**src/rtl/vec_pack_64_if.sv**
```systemverilog
// rtl/vec_pack_64_if.sv - sample stream in / packed vector out handshake bundle
interface vec_pack_64_if #(
    parameter int LANES = 64,
    parameter int W     = 16,
    parameter int CW    = $clog2(LANES + 1)
);
    logic                 s_valid;
    logic                 s_ready;
    logic [W-1:0]         s_data;
    logic                 s_last;
    logic                 m_valid;
    logic                 m_ready;
    logic [LANES*W-1:0]   m_data;
    logic [CW-1:0]        m_count;

    // slave: the packer's view; master: the sample producer / vector consumer
    modport slave (
        input  s_valid, s_data, s_last, m_ready,
        output s_ready, m_valid, m_data, m_count
    );

    modport master (
        output s_valid, s_data, s_last, m_ready,
        input  s_ready, m_valid, m_data, m_count
    );
endinterface

```
**src/rtl/vec_pack_64.sv**
```systemverilog
// rtl/vec_pack_64.sv - ping-pong stream-to-vector packer feeding the variance stage
module vec_pack_64 #(
    parameter int LANES = 64,
    parameter int W     = 16,
    parameter int CW    = $clog2(LANES + 1)
) (
    input  logic          clk,
    input  logic          rst_n,
    vec_pack_64_if.slave  bus
);
    localparam int LW = $clog2(LANES);

    // Bank payloads carry no reset: lanes beyond the count are masked on output.
    logic [LANES*W-1:0] bank_q [2];
    logic [CW-1:0]      count_q [2];
    logic [1:0]         full_q;
    logic               wb_q;
    logic               rb_q;
    logic [LW-1:0]      cnt_q;
    logic [LW-1:0]      cnt_d;

    logic s_fire;
    logic m_fire;
    logic close;

    // Both ready and valid come straight from registers, so there is no
    // combinational path from s_valid or m_ready back out.
    assign bus.s_ready = ~full_q[wb_q];
    assign bus.m_valid = full_q[rb_q];
    assign bus.m_count = count_q[rb_q];

    assign s_fire = bus.s_valid & bus.s_ready;
    assign m_fire = bus.m_valid & bus.m_ready;
    assign close  = s_fire & (bus.s_last | (cnt_q == LW'(LANES - 1)));

    // Lane counter: advance on each accepted sample, restart when the bank closes.
    always_comb begin
        cnt_d = cnt_q;
        if (s_fire) begin
            cnt_d = close ? '0 : cnt_q + 1'b1;
        end
    end

    // Bank bookkeeping. A close always targets wb and a drain always targets rb;
    // they can only coincide when wb != rb because a full wb blocks intake.
    always_ff @(posedge clk or negedge rst_n) begin
        if (!rst_n) begin
            cnt_q      <= '0;
            wb_q       <= 1'b0;
            rb_q       <= 1'b0;
            full_q     <= 2'b00;
            count_q[0] <= '0;
            count_q[1] <= '0;
        end else begin
            cnt_q <= cnt_d;
            if (close) begin
                full_q[wb_q]  <= 1'b1;
                count_q[wb_q] <= CW'(cnt_q) + CW'(1);
                wb_q          <= ~wb_q;
            end
            if (m_fire) begin
                full_q[rb_q]  <= 1'b0;
                count_q[rb_q] <= '0;
                rb_q          <= ~rb_q;
            end
        end
    end

    // Sample capture into lane cnt of the filling bank.
    always_ff @(posedge clk) begin
        for (int i = 0; i < LANES; i++) begin
            if (s_fire && (cnt_q == LW'(i))) begin
                bank_q[wb_q][i*W +: W] <= bus.s_data;
            end
        end
    end

    // Present the read bank, zeroing lanes at or beyond its count.
    always_comb begin
        bus.m_data = '0;
        for (int i = 0; i < LANES; i++) begin
            if (CW'(i) < count_q[rb_q]) begin
                bus.m_data[i*W +: W] = bank_q[rb_q][i*W +: W];
            end
        end
    end
endmodule

```
**src/flat_wrapper.sv**
```systemverilog
// flat-port wrapper written by rule: the top's interface ports become plain ports
module vec_pack_64_flat 
#(
    parameter int LANES = 64,
    parameter int W     = 16,
    parameter int CW    = $clog2(LANES + 1)
)
  (clk, rst_n, bus_s_valid, bus_s_data, bus_s_last, bus_m_ready, bus_s_ready, bus_m_valid, bus_m_data, bus_m_count);
  vec_pack_64_if #(.LANES(LANES), .W(W), .CW(CW)) bus_i ();
  input  logic clk;
  input  logic rst_n;
  input wire logic [$bits(bus_i.s_valid)-1:0] bus_s_valid;
  input wire logic [$bits(bus_i.s_data)-1:0] bus_s_data;
  input wire logic [$bits(bus_i.s_last)-1:0] bus_s_last;
  input wire logic [$bits(bus_i.m_ready)-1:0] bus_m_ready;
  output wire logic [$bits(bus_i.s_ready)-1:0] bus_s_ready;
  output wire logic [$bits(bus_i.m_valid)-1:0] bus_m_valid;
  output wire logic [$bits(bus_i.m_data)-1:0] bus_m_data;
  output wire logic [$bits(bus_i.m_count)-1:0] bus_m_count;
  assign bus_i.s_valid = bus_s_valid;
  assign bus_i.s_data = bus_s_data;
  assign bus_i.s_last = bus_s_last;
  assign bus_i.m_ready = bus_m_ready;
  assign bus_s_ready = bus_i.s_ready;
  assign bus_m_valid = bus_i.m_valid;
  assign bus_m_data = bus_i.m_data;
  assign bus_m_count = bus_i.m_count;
  vec_pack_64 #(.LANES(LANES), .W(W), .CW(CW)) u_core (.clk(clk), .rst_n(rst_n), .bus(bus_i));
endmodule
```
**config.mk**
```make
export PLATFORM = sky130hd
export DESIGN_NAME = vec_pack_64_flat
export DESIGN_NICKNAME = d
export VERILOG_FILES = /design/src/rtl/vec_pack_64_if.sv /design/src/rtl/vec_pack_64.sv /design/src/flat_wrapper.sv
export SDC_FILE = /design/constraint.sdc
export NUM_CORES = 2
export LEC_CHECK = 0
export ABC_AREA = 0
export BUFFER_PORTS_ARGS = -buffer_cell sky130_fd_sc_hd__buf_2
export CELL_PAD_IN_SITES_DETAIL_PLACEMENT = 1
export CELL_PAD_IN_SITES_GLOBAL_PLACEMENT = 1
export CORE_UTILIZATION = 30
export CTS_CLUSTER_DIAMETER = 100
export DETAILED_ROUTE_END_ITERATION = 8
export PLACE_DENSITY = 0.52
export SETUP_SLACK_MARGIN = 0.02
export SLEW_MARGIN = 30
export SYNTH_ARGS = -nofsm -noshare
export SYNTH_HDL_FRONTEND = slang
export SYNTH_SLANG_ARGS = --single-unit
```
**constraint.sdc**
```tcl
create_clock -name clk -period 2.83 [get_ports clk]
set_clock_uncertainty 0.05 [all_clocks]
set_input_delay 0.1415 -clock clk [delete_from_list [all_inputs] [get_ports clk]]
set_output_delay 0.1415 -clock clk [all_outputs]
set_load 0.005 [all_outputs]
```
==> summary.md <==
* **global placer's final weighted congestion** 0.794
* **Yosys top cell by area** edfxtp_1
* **Antenna Nets Post-Route** 0
* **classification of the worst-slack hold path** primary input to flip-flop
* **failing checks** setup timing
* **worst setup slack after placement** -0.0833 ns
* **worst vdd ir** 0.810 mV
* **share of power burned in registers** 0.336
* **area added between synthesis and finish** 29.3%
* **total leakage power** 39.8 nW
* **Worst Hold Slack** 0.217 ns
* **number of core rows** 188
* **final layout net count** 6288
* **count of vias placed by the detailed router** 47700
* **RSZ-0062 raised after global routing** true
* **first-pass GRT wire length** 406000 um
* **critical path class** flip-flop to primary output
* **horizontal die dimension** 518 um
* **Max FO, Critical Path** 85
* **clock slew at reported path FFs** 0.06 ns
* **count of buffers from port buffering** 1053
* **switching power as a share of total power** 0.353
* **source-to-sink clock delay at the later pin of the worst-skew pair** 0.86 ns
* **top cells by instance count after synthesis** 2048 x edfxtp_1, 1028 x mux2i_1, 1026 x nor2_1
* **transition time of the tightest slew-check pin** 0.969 ns
* **maximum capacitance violations** 0
* **vertical die dimension** 518 um
* **overall fraction of global-route tracks in use** 0.217
* **detailed router's first-iteration violation count** 3521
* **mean instance size in the synthesized netlist** 16.9 um^2
* **CTS tree** done
* **number of pins with negative max-slew slack in the final report** 0
* **number of top-level pins** 1054
* **highest achievable clock rate** 298 MHz
* **top cell type's share of synthesized area** 0.771
* **area of the mapped netlist** 0.0798 mm^2
* **Total Routed Length** 302000 um
* **routed length per instance** 30.3 um
* **share of power burned in combinational logic** 0.383
* **Num Clock Sinks** 2072
* **number of endpoints with negative hold slack in the final report** 0
* **proportion of synthesized flip-flops having asynchronous set or reset** 0.0116
* **kind of capture point of the worst setup path** primary output
* **Clock Power Share** 0.280
* **sequential area share after synthesis** 0.778
* **Pwr per Cell Area** 987 mW/mm^2
* **drt first pass iters** 5
* **synth top area cells** edfxtp_1 77%, mux2i_1 13%, nor2_1 4.8%
* **distinct cell type count after synthesis** 63
* **detailed-route DRC error count** 0
* **HPWL after detailed placement** 196000 um
* **starting utilization of the core area** 0.303
* **gate count of the mapped netlist** 4710
* **H-tree depth reported by CTS** 4
* **Max Root-Sink Buffers** 3
* **Reg2Reg Setup Slack** 0.18 ns
* **flop and latch count out of synthesis** 2072
* **global route overflow** 0
* **internal power** 65.9 mW
* **Std-Cell Core Area** 0.263 mm^2
* **Num CTS Buffers** 222
* **share of post-route cells with drive strength above 1** 0.332
* **Critical Path AT** 3.16 ns
* **Final Setup Violations** 1026
* **Yosys warnings** 0
* **crit path setup slack, layout** -0.525 ns
* **number of enable flip-flop cells after synthesis** 2048
* **data required time at the worst endpoint** 2.64 ns
* **root buffer selected by CTS** clkbuf_16
* **Post-Synthesis Net Count** 4735
* **Tcrit/Tclk final** 1.19
* **reported net switching power** 35.9 mW
* **most frequently used cell type in the post-synthesis netlist** edfxtp_1
* **primary flip-flop cell chosen by synthesis mapping** edfxtp_1
* **maximum number of pins on one net before global-route repair** 86
* **time the worst path needs with I/O delays and setup** 3.36 ns
* **worst rel slew slack** 0.354
* **outcome** finished with violations
* **Vias/cell** 4.78
* **Critical Path Source Type** flip-flop
* **vias in the first global route** 48800
* **DIE AREA** 0.268 mm^2
* **initial antenna violation count** 25
[repair_timing]
action	CTS	global route
endpoints found under the hold margin	1534	0
cloned	13	11
endpoints found under the setup margin	1028	1028
hold buffers	24	0
gates resized for setup	238	257
pin swaps	31	43
buffers inserted	39	19
[power groups by stage]
stage | clock network (mW) | registers, mW | logic, mW
after floorplan | 0 | 34.8 | 16.1
after global placement | 0 | 35.0 | 33.9
after detailed placement | 0 | 35.0 | 34.0
after CTS | 29.2 | 34.3 | 37.8
after global routing | 30.2 | 34.3 | 41.3
final | 28.5 | 34.3 | 39.0
[stage by stage]
step	setup TNS (ns)	utilization	power, mW	instance area [um^2]	cells
3_3_place_gp	-0.0516	0.351	68.9	92500	9450
3_5_place_dp	-0.150	0.351	69.0	92500	9450
6_report	-327.94	0.392	102	103000	9968
2_1_floorplan	0	-	50.9	79800	4710
5_1_grt	-475.38	0.391	106	103000	9959
4_1_cts	-438.82	0.386	101	102000	9928
[layout make-up]
type | count | area (um^2)
clock inverters | 134 | 1250
well taps | 3515 | 4400
flip-flops and latches | 2072 | 62100
clock buffers | 269 | 5800
diodes | 11 | 27.5
inverters | 9 | 48.8
repair buffers | 1559 | 11600
multi-input cells | 2399 | 17900
fillers | 26700 | 160000
[final timing paths]
| check | depth (start not counted) | to | start |
|---|---|---|---|
| max reg2reg | 7 | u_core.bank_q[1][219]$_DFFE_PP_ | u_core.wb_q$_DFFE_PN0N_ |
| max | 6 | bus_m_data[358] | u_core.rb_q$_DFFE_PN0P_ |
| min in group asynchronous | 4 | u_core.cnt_q[2]$_DFFE_PN0N_ | rst_n |
| min reg2reg | 1 | u_core.full_q[1]$_DFF_PN0_ | u_core.full_q[1]$_DFF_PN0_ |
| max in group asynchronous | 4 | u_core.full_q[0]$_DFF_PN0_ | rst_n |
| min | 2 | u_core.bank_q[1][200]$_DFFE_PP_ | bus_s_data[8] |
[cells in the final DEF (no fill, tap or decap), types with 34 or more instances in the layout]
cell and n:
edfxtp_1 2048, mux2i_1 1014, buf_2 974, nor2_1 896, buf_4 342, clkbuf_16 235
buf_12 103, nor2_2 87, buf_6 77, clkinv_1 57, nor2_4 53, nor3_1 45
clkbuf_1 44, nand2_1 34
[critical path: stages, from the launching register on]
cell and delay [ns]:
dfrtp_4 0.42, buf_12 0.15, buf_16 0.23, buf_16 0.39, mux2i_1 0.61, nor2_1 0.09
buf_2 0.15
[routing by layer]
layer	global-route usage	routed length (um)
met2	0.352	143000
met3	0.0568	21100
met1	0.283	128000
met4	0.0680	9770
met5	0	12
[state kept, by name (all words and copies together) (netlist names)]
signal / flops
u_core.full_q: 2
u_core.wb_q: 1
u_core.bank_q: 2048
u_core.rb_q: 1
u_core.count_q: 14
u_core.cnt_q: 6
[cell families (layout without fill, tap and decap cells)]
group	count (synthesis)	count (layout)	share of synthesized area
other	0	11	0
multiplexers	1036	1036	0.131
adder cells (fa/ha/maj)	4	4	0.000627
AO/OA/AOI/OAI	151	151	0.0145
flip-flops	2072	2072	0.778
AND/OR/NAND/NOR	1204	1204	0.0611
buffers and inverters	239	1971	0.0146
XOR/XNOR	4	4	0.000439
No activity file was read; power rests on OpenSTA's default activity.
